--- src/rtl/debug_pkg.sv ---
// Shared definitions for the debug command front end: host opcodes, status bytes,
// FSM state encoding and harness command encodings.
// Latency: n/a (definitions only). Backpressure: n/a.
package debug_pkg;

    // Host opcodes (first byte of a frame)
    localparam logic [7:0] OP_RUN   = 8'h01;
    localparam logic [7:0] OP_STEPI = 8'h02;
    localparam logic [7:0] OP_STEPC = 8'h03;
    localparam logic [7:0] OP_LOAD  = 8'h10;
    localparam logic [7:0] OP_CLEAR = 8'h20;

    // Status bytes returned to the host, one per frame
    localparam logic [7:0] ST_CMD_BASE = 8'hA0;  // OR'd with the harness command
    localparam logic [7:0] ST_LOAD_OK  = 8'hA4;
    localparam logic [7:0] ST_CLEAR_OK = 8'hA5;
    localparam logic [7:0] ST_EXIT     = 8'hE0;
    localparam logic [7:0] ST_TIMEOUT  = 8'hED;
    localparam logic [7:0] ST_RANGE    = 8'hEE;
    localparam logic [7:0] ST_BAD_OP   = 8'hEF;

    // Harness command encodings on debug_cmd
    localparam logic [3:0] CMD_IDLE  = 4'd0;
    localparam logic [3:0] CMD_RUN   = 4'd1;
    localparam logic [3:0] CMD_STEPI = 4'd2;
    localparam logic [3:0] CMD_STEPC = 4'd3;

    typedef enum logic [3:0] {
        S_IDLE, S_ISSUE, S_WAIT, S_HDR_AH, S_HDR_AL, S_HDR_LEN,
        S_DATA, S_WR, S_DRAIN, S_CLR, S_RESP
    } state_t;

    // Length byte of a LOAD header; zero encodes a full 256-byte frame
    function automatic logic [8:0] frame_len(input logic [7:0] len_byte);
        return (len_byte == 8'h00) ? 9'd256 : {1'b0, len_byte};
    endfunction

endpackage

--- src/rtl/dbg_timeout_ctr.sv ---
// Inter-byte idle counter: counts enabled cycles since the last reload, flags expiry.
// Latency: expired is combinational from the count; fires on the TIMEOUT_CYCLES-th idle cycle.
// Backpressure: none; reload wins over expiry in the same cycle.
// Ports: clk, reset (async, active-high), reload (byte accepted), enable (counting states), expired.
module dbg_timeout_ctr #(
    parameter int TIMEOUT_CYCLES = 4096
) (
    input  logic clk,
    input  logic reset,
    input  logic reload,
    input  logic enable,
    output logic expired
);

    localparam int            CW   = $clog2(TIMEOUT_CYCLES + 1);
    localparam logic [CW-1:0] LAST = CW'(TIMEOUT_CYCLES - 1);

    logic [CW-1:0] cnt;

    always_ff @(posedge clk or posedge reset) begin
        if (reset) begin
            cnt <= '0;
        end else if (reload) begin
            cnt <= '0;
        end else if (enable) begin
            cnt <= cnt + CW'(1);
        end
    end

    assign expired = enable && !reload && (cnt == LAST);

endmodule

--- src/rtl/debug_cmd_frontend.sv ---
// Framed host-byte decoder driving the debug harness; one status byte back per frame.
// Latency: registered outputs, command/strobe in the cycle after the accepting edge.
// Backpressure: rx_ready dropped outside IDLE/HDR/DATA/DRAIN; tx_valid held until tx_ready.
// Ports: clk, reset; rx_valid/rx_data/rx_ready host in; tx_valid/tx_data/tx_ready status out;
//        debug_cmd, program_rom_mode, code_rom_addr_in, code_rom_data_in, reset_code_rom_n to
//        the harness; command_complete, exit_signal from the harness.
module debug_cmd_frontend
    import debug_pkg::*;
#(
    parameter int MEM_BYTES      = 44,
    parameter int TIMEOUT_CYCLES = 4096
) (
    input  logic        clk,
    input  logic        reset,
    input  logic        rx_valid,
    input  logic [7:0]  rx_data,
    output logic        rx_ready,
    output logic        tx_valid,
    output logic [7:0]  tx_data,
    input  logic        tx_ready,
    output logic [3:0]  debug_cmd,
    output logic        program_rom_mode,
    output logic [11:0] code_rom_addr_in,
    output logic [7:0]  code_rom_data_in,
    output logic        reset_code_rom_n,
    input  logic        command_complete,
    input  logic        exit_signal
);

    state_t      state, state_d;
    logic [7:0]  status_d;
    logic [3:0]  cmd_q, cmd_d;
    logic [11:0] addr_q;
    logic [8:0]  len_q;        // bytes still expected in DATA/DRAIN
    logic        clr_phase_q;  // second cycle of the ROM clear
    logic        accept, tmo, tmo_en;
    logic [12:0] load_end;

    logic       rx_ready_d, tx_valid_d, program_rom_mode_d, reset_code_rom_n_d;
    logic [3:0] debug_cmd_d;

    assign accept   = rx_valid && rx_ready;
    assign tmo_en   = state inside {S_HDR_AH, S_HDR_AL, S_HDR_LEN, S_DATA, S_DRAIN};
    // 13-bit sum so a frame running past 4095 is rejected instead of wrapping
    assign load_end = {1'b0, addr_q} + {4'b0000, frame_len(rx_data)};

    dbg_timeout_ctr #(.TIMEOUT_CYCLES(TIMEOUT_CYCLES)) u_timeout (
        .clk     (clk),
        .reset   (reset),
        .reload  (accept),
        .enable  (tmo_en),
        .expired (tmo)
    );

    // State register plus output registers (outputs are decoded from the next state)
    always_ff @(posedge clk or posedge reset) begin
        if (reset) begin
            state            <= S_IDLE;
            rx_ready         <= 1'b0;
            tx_valid         <= 1'b0;
            tx_data          <= 8'h00;
            debug_cmd        <= CMD_IDLE;
            program_rom_mode <= 1'b0;
            reset_code_rom_n <= 1'b1;
        end else begin
            state            <= state_d;
            rx_ready         <= rx_ready_d;
            tx_valid         <= tx_valid_d;
            tx_data          <= status_d;
            debug_cmd        <= debug_cmd_d;
            program_rom_mode <= program_rom_mode_d;
            reset_code_rom_n <= reset_code_rom_n_d;
        end
    end

    // Next-state logic
    always_comb begin
        state_d  = state;
        status_d = tx_data;
        cmd_d    = cmd_q;
        case (state)
            S_IDLE: if (accept) begin
                cmd_d = rx_data[3:0];
                case (rx_data)
                    OP_RUN, OP_STEPI, OP_STEPC: state_d = S_ISSUE;
                    OP_LOAD:                    state_d = S_HDR_AH;
                    OP_CLEAR:                   state_d = S_CLR;
                    default: begin
                        state_d  = S_RESP;
                        status_d = ST_BAD_OP;
                    end
                endcase
            end
            S_ISSUE: state_d = S_WAIT;
            S_WAIT: begin
                // exit outranks completion when both arrive together
                if (exit_signal) begin
                    state_d  = S_RESP;
                    status_d = ST_EXIT;
                end else if (command_complete) begin
                    state_d  = S_RESP;
                    status_d = ST_CMD_BASE | {4'h0, cmd_q};
                end
            end
            S_HDR_AH, S_HDR_AL, S_HDR_LEN, S_DATA, S_DRAIN: begin
                if (tmo) begin
                    state_d  = S_RESP;
                    status_d = ST_TIMEOUT;
                end else if (accept) begin
                    case (state)
                        S_HDR_AH:  state_d = S_HDR_AL;
                        S_HDR_AL:  state_d = S_HDR_LEN;
                        S_HDR_LEN: state_d = (load_end > 13'(MEM_BYTES)) ? S_DRAIN : S_DATA;
                        S_DATA:    state_d = S_WR;
                        default: begin
                            if (len_q == 9'd1) begin
                                state_d  = S_RESP;
                                status_d = ST_RANGE;
                            end
                        end
                    endcase
                end
            end
            S_WR: begin
                if (len_q == 9'd1) begin
                    state_d  = S_RESP;
                    status_d = ST_LOAD_OK;
                end else begin
                    state_d = S_DATA;
                end
            end
            S_CLR: begin
                if (clr_phase_q) begin
                    state_d  = S_RESP;
                    status_d = ST_CLEAR_OK;
                end
            end
            S_RESP: if (tx_ready) state_d = S_IDLE;
            default: state_d = S_IDLE;
        endcase
    end

    // Output decode from the next state, registered above
    always_comb begin
        rx_ready_d         = state_d inside {S_IDLE, S_HDR_AH, S_HDR_AL, S_HDR_LEN, S_DATA, S_DRAIN};
        tx_valid_d         = (state_d == S_RESP);
        debug_cmd_d        = (state_d == S_ISSUE) ? cmd_d : CMD_IDLE;
        program_rom_mode_d = (state_d == S_WR);
        reset_code_rom_n_d = (state_d != S_CLR);
    end

    // Frame datapath: address, remaining length, ROM write registers
    always_ff @(posedge clk or posedge reset) begin
        if (reset) begin
            cmd_q            <= CMD_IDLE;
            addr_q           <= '0;
            len_q            <= '0;
            clr_phase_q      <= 1'b0;
            code_rom_addr_in <= '0;
            code_rom_data_in <= '0;
        end else begin
            cmd_q       <= cmd_d;
            clr_phase_q <= (state == S_CLR) && !clr_phase_q;
            case (state)
                S_HDR_AH:  if (accept) addr_q <= {rx_data[3:0], 8'h00};
                S_HDR_AL:  if (accept) addr_q[7:0] <= rx_data;
                S_HDR_LEN: if (accept) len_q <= frame_len(rx_data);
                S_DATA: if (accept) begin
                    code_rom_addr_in <= addr_q;
                    code_rom_data_in <= rx_data;
                end
                // address moves on only after the write edge, so the harness sees a stable pair
                S_WR: begin
                    addr_q <= addr_q + 12'd1;
                    len_q  <= len_q - 9'd1;
                end
                S_DRAIN: if (accept) len_q <= len_q - 9'd1;
                default: ;
            endcase
        end
    end

endmodule

--- config.mk ---
export PLATFORM = sky130hd
export DESIGN_NAME = debug_cmd_frontend
export DESIGN_NICKNAME = d
export VERILOG_FILES = /design/src/rtl/debug_pkg.sv /design/src/rtl/dbg_timeout_ctr.sv /design/src/rtl/debug_cmd_frontend.sv
export SDC_FILE = /design/constraint.sdc
export NUM_CORES = 1
export LEC_CHECK = 0
export CORE_MARGIN = 3
export CORE_UTILIZATION = 52
export DETAILED_ROUTE_END_ITERATION = 16
export GPL_ROUTABILITY_DRIVEN = 0
export PLACE_DENSITY = 0.84
export SLEW_MARGIN = 20
export SYNTH_ARGS = -nofsm -noshare
export SYNTH_HDL_FRONTEND = slang
export SYNTH_SLANG_ARGS = --single-unit
--- constraint.sdc ---
create_clock -name clk -period 3.1 [get_ports clk]
set_clock_uncertainty 0.15 [all_clocks]
set_input_delay 0.62 -clock clk [delete_from_list [all_inputs] [get_ports clk]]
set_output_delay 0.62 -clock clk [all_outputs]
set_load 0.05 [all_outputs]
Word-level counts from Yosys, hierarchy flattened
Cells that the tools add are included.
Storage, ports and cells
  bits in registers: 79
  bits of input ports: 14
  output and inout port bits: 36
  word-level logic and storage cells: 120
Operators by class
  reductions and logical operators: 25
  equal/unequal tests: 38
  order comparisons: 1
  muxes and demuxes: 37
  add/sub/neg operators: 4
Operator list (count)
  two-way mux 8 bit: 11
  two-way mux 4 bit: 13
  one-hot mux 8 bit (5 select lines): 1
  == test 4 x 3 -> 1 bit (second input constant): 8
  one-hot mux 4 bit (7 select lines): 1
  two-way mux 9 bit: 3
  one-hot mux 9 bit (3 select lines): 1
  two-way mux 13 bit: 2
  one-hot mux 8 bit (3 select lines): 1
  == test 4 bit (second input constant): 5
  == test 8 x 2 -> 1 bit (second input constant): 2
  one-hot mux 4 bit (4 select lines): 1
  adder 12 x 9 -> 13 bit: 1
  adder 13 x 1 -> 13 bit (second input constant): 1
  == test 13 x 12 -> 1 bit (second input constant): 1
  greater-than comparator 13 x 6 -> 1 bit (second input constant): 1
  adder 12 x 1 -> 12 bit (second input constant): 1
  == test 4 x 2 -> 1 bit (second input constant): 3
  two-way mux 12 bit: 1
  one-hot mux 4 bit (3 select lines): 1
  != test 2 x 1 -> 1 bit (second input constant): 5
  nonzero test 5 bit: 2
  OR reduction 5 bit: 2
  == test 9 x 1 -> 1 bit (second input constant): 1
  other kinds (22): 36

Depth between registers and ports, before layout
Gate-level depths: netlist (run 1).
  depth after elaboration: 11
  depth in mapped cells: 14
  mapped depth without buffers: 11

By module
From an unflattened synthesis (run 1), not the netlist that was laid out.
Second synthesis, totals
  cell total of the unflattened synthesis: 510
  area total of the unflattened synthesis: 4669.5 µm²
Modules (own cells, without submodules)
  debug_cmd_frontend: cells an instance 443, area an instance 4000.1 µm², times used 1, seq. area each 1602.8 µm²
  dbg_timeout_ctr: cells an instance 67, area an instance 669.4 µm², times used 1, seq. area each 325.3 µm²

Least setup slack after synthesis (run 1)
No wires, ideal clock.
  path type: input-to-reg
  start: input rx_data[6]
  end: register debug_cmd[0]
  data required time: 2855 ps
  slack: -722 ps
  buffers on the path: 2
  library setup time: 95 ps
  data arrival time: 3576 ps
  stages on the path: 12
  cell sequence: or4_4 nor3b_1 ha_1 clkbuf_1 a21oi_1 nor2_1 o32a_2 nor3_1 a21oi_2 or4_4 buf_6 nor4b_2
Between the ends
  word-level cells in the longest chain between the ends: 11
  elaborated cells between the ends (all ways): 19
  classes of those cells: add/sub (1); order compare (1); eq/ne (6); mux (9); reduce/logical (2)
Ends and longest elaborated chain
  start, declared: RTL line debug_cmd_frontend.sv:16  | input logic [7:0] rx_data,
  logical NOT 8 bit: RTL line debug_pkg.sv:35  | return (len_byte == 8'h00) ? 9'd256 : {1'b0, len_byte};
  two-way mux 9 bit: RTL line debug_pkg.sv:35
  adder 12 x 9 -> 13 bit: RTL line debug_cmd_frontend.sv:45  | assign load_end = {1'b0, addr_q} + {4'b0000, frame_len(rx_data)};
  greater-than comparator 13 x 6 -> 1 bit: RTL line debug_cmd_frontend.sv:113  | S_HDR_LEN: state_d = (load_end > 13'(MEM_BYTES)) ? S_DRAIN : S_DATA;
  two-way mux 4 bit: RTL line debug_cmd_frontend.sv:113
  one-hot mux 4 bit (4 select lines): RTL line debug_cmd_frontend.sv:110  | case (state)
  two-way mux 4 bit: RTL line debug_cmd_frontend.sv:109  | end else if (accept) begin
  two-way mux 4 bit: RTL line debug_cmd_frontend.sv:106  | if (tmo) begin
  one-hot mux 4 bit (7 select lines) (*): RTL line debug_cmd_frontend.sv:81  | case (state)
  net state_d[3]: RTL line debug_cmd_frontend.sv:30  | state_t state, state_d;
  == test 4 x 1 -> 1 bit (*): RTL line debug_cmd_frontend.sv:147  | debug_cmd_d = (state_d == S_ISSUE) ? cmd_d : CMD_IDLE;
  two-way mux 4 bit (*): RTL line debug_cmd_frontend.sv:147
  net debug_cmd_d[0]: RTL line debug_cmd_frontend.sv:40  | logic [3:0] debug_cmd_d;
  end signal, assigned: RTL line debug_cmd_frontend.sv:70  | debug_cmd <= debug_cmd_d;
  end, declared: RTL line debug_cmd_frontend.sv:21  | output logic [3:0] debug_cmd,
The timed path passes the listed nets; every way through them passes the cells marked *.
A chain may end at the register's enable or synchronous reset.

Worst setup path in the final report (run 1)
  start: input rx_data[3]
  end: register debug_cmd[0]
Between the ends
  word-level cells in the longest chain between the ends: 11
  elaborated cells between the ends (all ways): 19
  classes of those cells: add/sub (1); order compare (1); eq/ne (6); mux (9); reduce/logical (2)
Ends and longest elaborated chain (RTL line)
  logical NOT 8 bit: debug_pkg.sv:35
  two-way mux 9 bit: debug_pkg.sv:35
  adder 12 x 9 -> 13 bit: debug_cmd_frontend.sv:45
  greater-than comparator 13 x 6 -> 1 bit: debug_cmd_frontend.sv:113
  two-way mux 4 bit: debug_cmd_frontend.sv:113
  one-hot mux 4 bit (4 select lines): debug_cmd_frontend.sv:110
  two-way mux 4 bit: debug_cmd_frontend.sv:109
  two-way mux 4 bit: debug_cmd_frontend.sv:106
  one-hot mux 4 bit (7 select lines) (*): debug_cmd_frontend.sv:81
  == test 4 x 1 -> 1 bit (*): debug_cmd_frontend.sv:147
  two-way mux 4 bit (*): debug_cmd_frontend.sv:147
  net debug_cmd_d[0]: debug_cmd_frontend.sv:40
Marks and branches as above.

==> results of run 1 <==
[Yosys cell counts (all sizes together) (3+ instances only)]
cell / n / area, µm²
nor3: 19 / 100
or2: 8 / 52.6
a31oi: 8 / 50.1
mux2: 6 / 67.6
nor4b: 4 / 47.6
xnor2: 4 / 35.0
nand2: 105 / 394
o31ai: 3 / 27.5
nor2: 41 / 154
inv: 12 / 45.0
o22ai: 5 / 31.3
nand4: 5 / 31.3
nor2b: 5 / 31.3
a21oi: 31 / 159
a22o: 3 / 26.3
xor2: 11 / 96.3
nand3: 18 / 90.1
buf: 7 / 58.8
and2: 5 / 35.0
o211ai: 5 / 37.5
o21a: 7 / 52.6
ha: 13 / 163
nor4: 4 / 25.0
a211oi: 5 / 37.5
clkbuf: 30 / 183
o21ai: 41 / 205
a21o: 7 / 52.6
nand2b: 7 / 43.8
and3: 10 / 63.8
dfrtp: 76 / 1900
[area by class of cell]
cell class / instances / area, µm²
Timing Repair Buffer: 105 / 908
Inverter: 13 / 48.8
Clock buffer: 11 / 141
Multi-Input combinational cell: 419 / 2630
Sequential cell: 77 / 1930
Clock inverter: 5 / 60.1
Tap cell: 108 / 135
Fill cell: 661 / 2910
[per-layer routing]
metal | GRT usage | up-vias | part of all wire
li1 | - | 2078 | -
met1 | 0.349 | 2219 | 0.39
met2 | 0.433 | 289 | 0.49
met3 | 0.0592 | 58 | 0.093
met4 | 0.116 | 0 | 0.033
met5 | 0 | - | 0
[sequential cells by signal (all words and copies together), names as in the netlist, 4 cells and up]
| register | count |
|---|---|
| code_rom_addr_in | 12 |
| code_rom_data_in | 8 |
| len_q | 9 |
| cmd_q | 4 |
| debug_cmd | 4 |
| u_timeout.cnt | 13 |
| tx_data | 6 |
| addr_q | 12 |
| state | 4 |
[worst min-delay path by stage]
stage,start,end,slack [ns],cells past startpoint
detailed placement,clr_phase_q,clr_phase_q,0.29,1
CTS,clr_phase_q,clr_phase_q,0.30,1
global placement,clr_phase_q,clr_phase_q,0.28,1
global route,clr_phase_q,clr_phase_q,0.32,1
floorplan,clr_phase_q,clr_phase_q,0.26,1
finish,clr_phase_q,clr_phase_q,0.30,1
[through the flow]
step                      hold slack (ns)   util  TNS (ns)
after global routing                0.320  0.668     -1.98
after detailed placement            0.289  0.626     -6.83
after global placement              0.277  0.626     -5.95
after floorplan                     0.263      -     -2.27
after CTS                           0.300  0.659    -0.535
final                               0.301  0.668     -1.18
[what timing repair did]
item,CTS,global route
pin swaps,18,10
setup buffers,8,2
resized for setup,37,10
hold buffers,0,0
endpoints found under the setup margin,8,6
cloned,0,0
[kinds of logic (layout without fill, tap and decap cells)]
family / after synthesis / count (layout)
compound gates: 139 / 139
xor+xnor: 15 / 15
fa+ha+maj: 14 / 14
buf+inv: 51 / 134
flops: 77 / 77
mux: 8 / 8
other cells: 1 / 3
simple gates: 240 / 240
[worst max-delay path, cell delays in order]
cell and delay, ns:
buf_6 0.10, or4_4 0.55, nor3b_4 0.28, ha_4 0.26, o21ai_1 0.08, o21a_1 0.15
o21ai_1 0.08, xnor2_1 0.24, and4_4 0.30, a21oi_4 0.06, or4_4 0.54, nor4b_2 0.22
[power groups by stage]
stage / logic [mW] / registers [mW] / clock network [mW]
2_1_floorplan: 1.42 / 1.85 / 0
3_3_place_gp: 2.24 / 1.57 / 0
3_5_place_dp: 2.34 / 1.59 / 0
4_1_cts: 2.40 / 1.58 / 0.791
5_1_grt: 2.68 / 1.63 / 0.849
6_report: 2.50 / 1.59 / 0.790
==> summary.md, run 1 <==
| Metric | Value |
|---|---|
| Status | finished with violations |
| Failing checks | negative setup slack |
| NetSw | 2.20 mW |
| Reg2reg path depth | 10 |
| Placed insts | 713 |
| Sw Share | 0.449 |
| VDD IR max | 0.000532 V |
| Number of flops mapped to enable cells by yosys | 0 |
| Clock sinks | 77 |
| Largest family of logic cells by synthesized area | simple AND/OR/NAND/NOR gates |
| Design area | 0.00585 mm² |
| DR iter-0 viols | 552 |
| Final setup vio count | 7 |
| Worst Setup Start Kind | input pin |
| Fin crit period | 3.36 ns |
| Seq pwr share | 0.326 |
| Routed vias/inst | 6.29 |
| Area post-placement | 0.00549 mm² |
| Vias in the first global route | 4,518 |
| Layout cells sized above 1 | 0.194 |
| IO buf count | 48 |
| Mux cell area share after synthesis | 0.0186 |
| Die ar. | 0.0102 mm² |
| Wire length per cell | 18.2 µm |
| Worst min path class | reg2reg |
| Netlist Area Pre-Place | 0.00471 mm² |
| Crit-path max FO | 5 |
| Total GRT Usage | 0.269 |
| Most common cell after layout, fill and taps aside | nand2_1 |
| Data required, critical path | 3.22 ns |
| YS warnings | 0 |
| First-pass GRT wire length | 21.8 mm |
| FF+latch count, synth | 77 |
| Least-Margin Pin Slew | 0.665 ns |
| Area fraction in compound gates after synthesis | 0.196 |
| P&R area growth vs syn | 24.2% |
| Fin. Hold Viols | 0 |
| Cells after synthesis | 545 |
| Die height | 101 µm |
| Drt first pass iters | 6 |
| Initial Utilization | 0.538 |
| I/O pins | 50 |
| Worst reg2reg path startpoint | addr_q[0] |
| Relative slew slack | 0.553 |
| Die X-Extent | 101 µm |
| Antenna diodes | 0 |
| Crit path from | rx_data[3] |
| DRC | 0 |
| Final Slew Violations | 0 |
| Pint | 2.69 mW |
| Final Worst Setup Slack | -0.263 ns |
| Pre-CTS WS | -1.02 ns |
| Gr ovfl total | 0 |
| Combinational share of power | 0.512 |
| Sequential share of the synthesized area | 0.409 |
| HPWL Detailed | 9.16 mm |
| Leak Pwr | 2.59 nW |
| RSZ-0062 raised after global routing | yes |
| CTS Buffer Depth | 2 |
| Syn_area_per_cell | 8.65 µm² |
| XOR/XNOR Fraction of Synth Area | 0.0279 |
| Root cell of the clock tree | clkbuf_8 |
| Post-Synth Adder-Cell Area | 0.0388 |
| WP data arrival | 3.49 ns |
| Most frequent cells in the layout | nand2_1 (105), dfrtp_1 (76), buf_4 (54) |
| H-tree depth | 3 |
| Clk Latency, worst-skew pair | 0.36 ns |
| Non-Filler Instances | 738 |
| CTS tree | yes |
| F_max | 0.297 GHz |
| Worst setup path endpoint | debug_cmd[0] |
| R2R Path End | debug_cmd[0] |
| MaxCap Viol Count | 0 |
| Flop-to-flop setup slack | -0.21 ns |
| CP Capture Type | flip-flop |
| CORE AREA | 0.00876 mm² |
| CTS buffer count | 9 |
| Antenna violations before repair | 0 |
| Synth unique cells | 77 |
| Row count | 34 |
| Critical path type | in2reg |
| Nets | 653 |
| Most used DFF post-synth | dfrtp_1 |
| DRT Wirelength | 13.4 mm |
| FFs w/ async S/R, synth | 1.00 |
| Pwr Density | 835 mW/mm² |
| Final Power | 4.89 mW |
| Vias post-DR | 4,644 |
| Largest net degree at the start of global routing | 78 |
| Period utilisation layout | 1.08 |
| Clock power share | 0.162 |
| CTS clk-pin slew, worst paths | 0.09 ns |
| Simple-gate share of the synthesized area | 0.245 |
| DRT antenna net count | 0 |
Power figures use the tool's default switching activity.
==> inputs of run 2 (changes only) <==
- CORE_UTILIZATION: 52 -> 45
- PLACE_DENSITY: 0.84 -> 0.75
==> summary.md, run 2 (synthesis gave the netlist of run 1 again) <==
| Metric | Value |
|---|---|
| Row count | 36 |
| HPWL Detailed | 9.34 mm |
| Nets | 662 |
| VDD IR max | 0.000520 V |
| Fin crit period | 3.21 ns |
| MaxCap Viol Count | 0 |
| Top Registers | u_timeout.cnt (13), addr_q (12), code_rom_addr_in (12) |
| Critical path type | in2reg |
| CTS Buffer Depth | 2 |
| RSZ-0062 raised after global routing | yes |
| IO buf count | 48 |
| CORE AREA | 0.00995 mm² |
| Failing checks | negative setup slack |
| Clk Latency, worst-skew pair | 0.38 ns |
| Final Slew Violations | 0 |
| DRC | 0 |
| First-pass GRT wire length | 21.5 mm |
| Final setup vio count | 4 |
| Status | finished with violations |
| Die ar. | 0.0117 mm² |
| Gr ovfl total | 0 |
| Leak Pwr | 2.62 nW |
| Max stage delay cell, worst path | or4_4 |
| Relative slew slack | 0.559 |
| Worst Setup Start Kind | input pin |
| Data required, critical path | 3.24 ns |
| Post-CTS Hold Fix Bufs | 0 |
| Bufs and invs on worst path | 1 |
| CP Capture Type | flip-flop |
| CP top delay family | simple AND/OR/NAND/NOR gates |
| Hold depth | 1 |
| Crit path from | rx_data[7] |
| Fin. Hold Viols | 0 |
| Wire length per cell | 16.9 µm |
| Final core occ | 0.597 |
| DRT Wirelength | 13.0 mm |
| Least-Margin Pin Slew | 0.656 ns |
| I/O pins | 50 |
| Vias in the first global route | 4,391 |
| CTS buffer count | 9 |
| Reg2reg path depth | 10 |
| Initial Utilization | 0.473 |
| P&R area growth vs syn | 26.2% |
| Antenna diodes | 0 |
| Routed vias/inst | 5.88 |
| Total GRT Usage | 0.234 |
| Antenna violations before repair | 0 |
| DRT antenna net count | 0 |
| WP data arrival | 3.35 ns |
| Worst-path cell chain | buf_6 -> or4_4 -> nor3b_4 -> ha_4 -> a21oi_4 -> nor2_1 -> o32a_2 -> nor3_2 -> a21oi_2 -> or4_4 -> nor4b_2 |
| CTS clk-pin slew, worst paths | 0.09 ns |
| Most flops, register | u_timeout.cnt |
| Die height | 108 µm |
| DR iter-0 viols | 326 |
| Vias post-DR | 4,537 |
| HP Start | clr_phase_q |
| Final Worst Setup Slack | -0.110 ns |
| Layout cells sized above 1 | 0.211 |
| Worst reg2reg path startpoint | addr_q[0] |
| CP dominant cell by count | or4_4 |
| Most common cell after layout, fill and taps aside | nand2_1 |
| Worst min path class | reg2reg |
| Drt first pass iters | 5 |
| CTS tree | yes |
| Root cell of the clock tree | clkbuf_8 |
| Clock sinks | 77 |
| H-tree depth | 3 |
| Die X-Extent | 108 µm |
| Largest net degree at the start of global routing | 78 |
| Max reg flops | 13 |
| Pwr Density | 821 mW/mm² |
| Period utilisation layout | 1.04 |
| Crit-path max FO | 5 |
| Levels on crit path | 11 |
| Design area | 0.00595 mm² |
| F_max | 0.312 GHz |
| Area post-placement | 0.00561 mm² |
| CP peak stage delay | 0.55 ns |
| Most frequent cells in the layout | nand2_1 (105), dfrtp_1 (76), buf_4 (62) |
-- run 2: cell types whose count changed in the layout (fill, tap and decap cells not counted), sizes merged --
cell	delta
buf	+8
clkinv	-1
inv	+2
clkbuf	-2
dlygate4sd2	-1
clkdlybuf4s15	+1
clkinvlp	+1
clkdlybuf4s50	+1
-- run 2: power by group --
| group | internal [mW] | leakage (nW) | switching, mW |
|---|---|---|---|
| logic | 1.03 | 1.53 | 1.44 |
| registers | 1.29 | 0.991 | 0.308 |
| clock network | 0.384 | 0.0984 | 0.438 |
-- run 2: area by class of cell --
class                   count  area [µm²]
clock inverters             7        82.6
inverters                  13        48.8
multi-input cells         419        2620
flip-flops and latches     77        1930
clock buffers               9         124
repair buffers            114         981
well taps                 133         166
fillers                   851        4010
-- run 2: per-stage QoR --
stage	setup TNS [ns]	setup slack (ns)	instances	hold WS (ns)	total power [mW]
after floorplan	-2.27	-0.474	547	0.263	3.28
after global placement	-6.03	-0.892	750	0.282	3.89
after detailed placement	-6.82	-0.987	750	0.282	3.97
after CTS	-0.413	-0.170	771	0.295	4.84
after global routing	-0.562	-0.179	772	0.320	5.20
final	-0.276	-0.110	772	0.295	4.88
-- run 2: path summary, 6_finish.rpt --
kind	endpoint	slack, ns
setup / recovery	debug_cmd[0]	-0.11
hold / removal	clr_phase_q	0.30
setup reg to reg	debug_cmd[0]	-0.08
hold reg to reg	clr_phase_q	0.30
max in group asynchronous	reset_code_rom_n	1.94
min in group asynchronous	len_q[2]	0.51
-- run 2: layer usage --
metal | GRT usage | share of wire
met1 | 0.305 | 0.43
met2 | 0.376 | 0.47
met3 | 0.0531 | 0.068
met4 | 0.0965 | 0.033
met5 | 0 | 0
-- run 2: timing repair --
action	4_1_cts	5_1_grt
buffers inserted	6	1
pin swaps	17	12
gates resized for setup	36	7
endpoints found under the setup margin	8	6
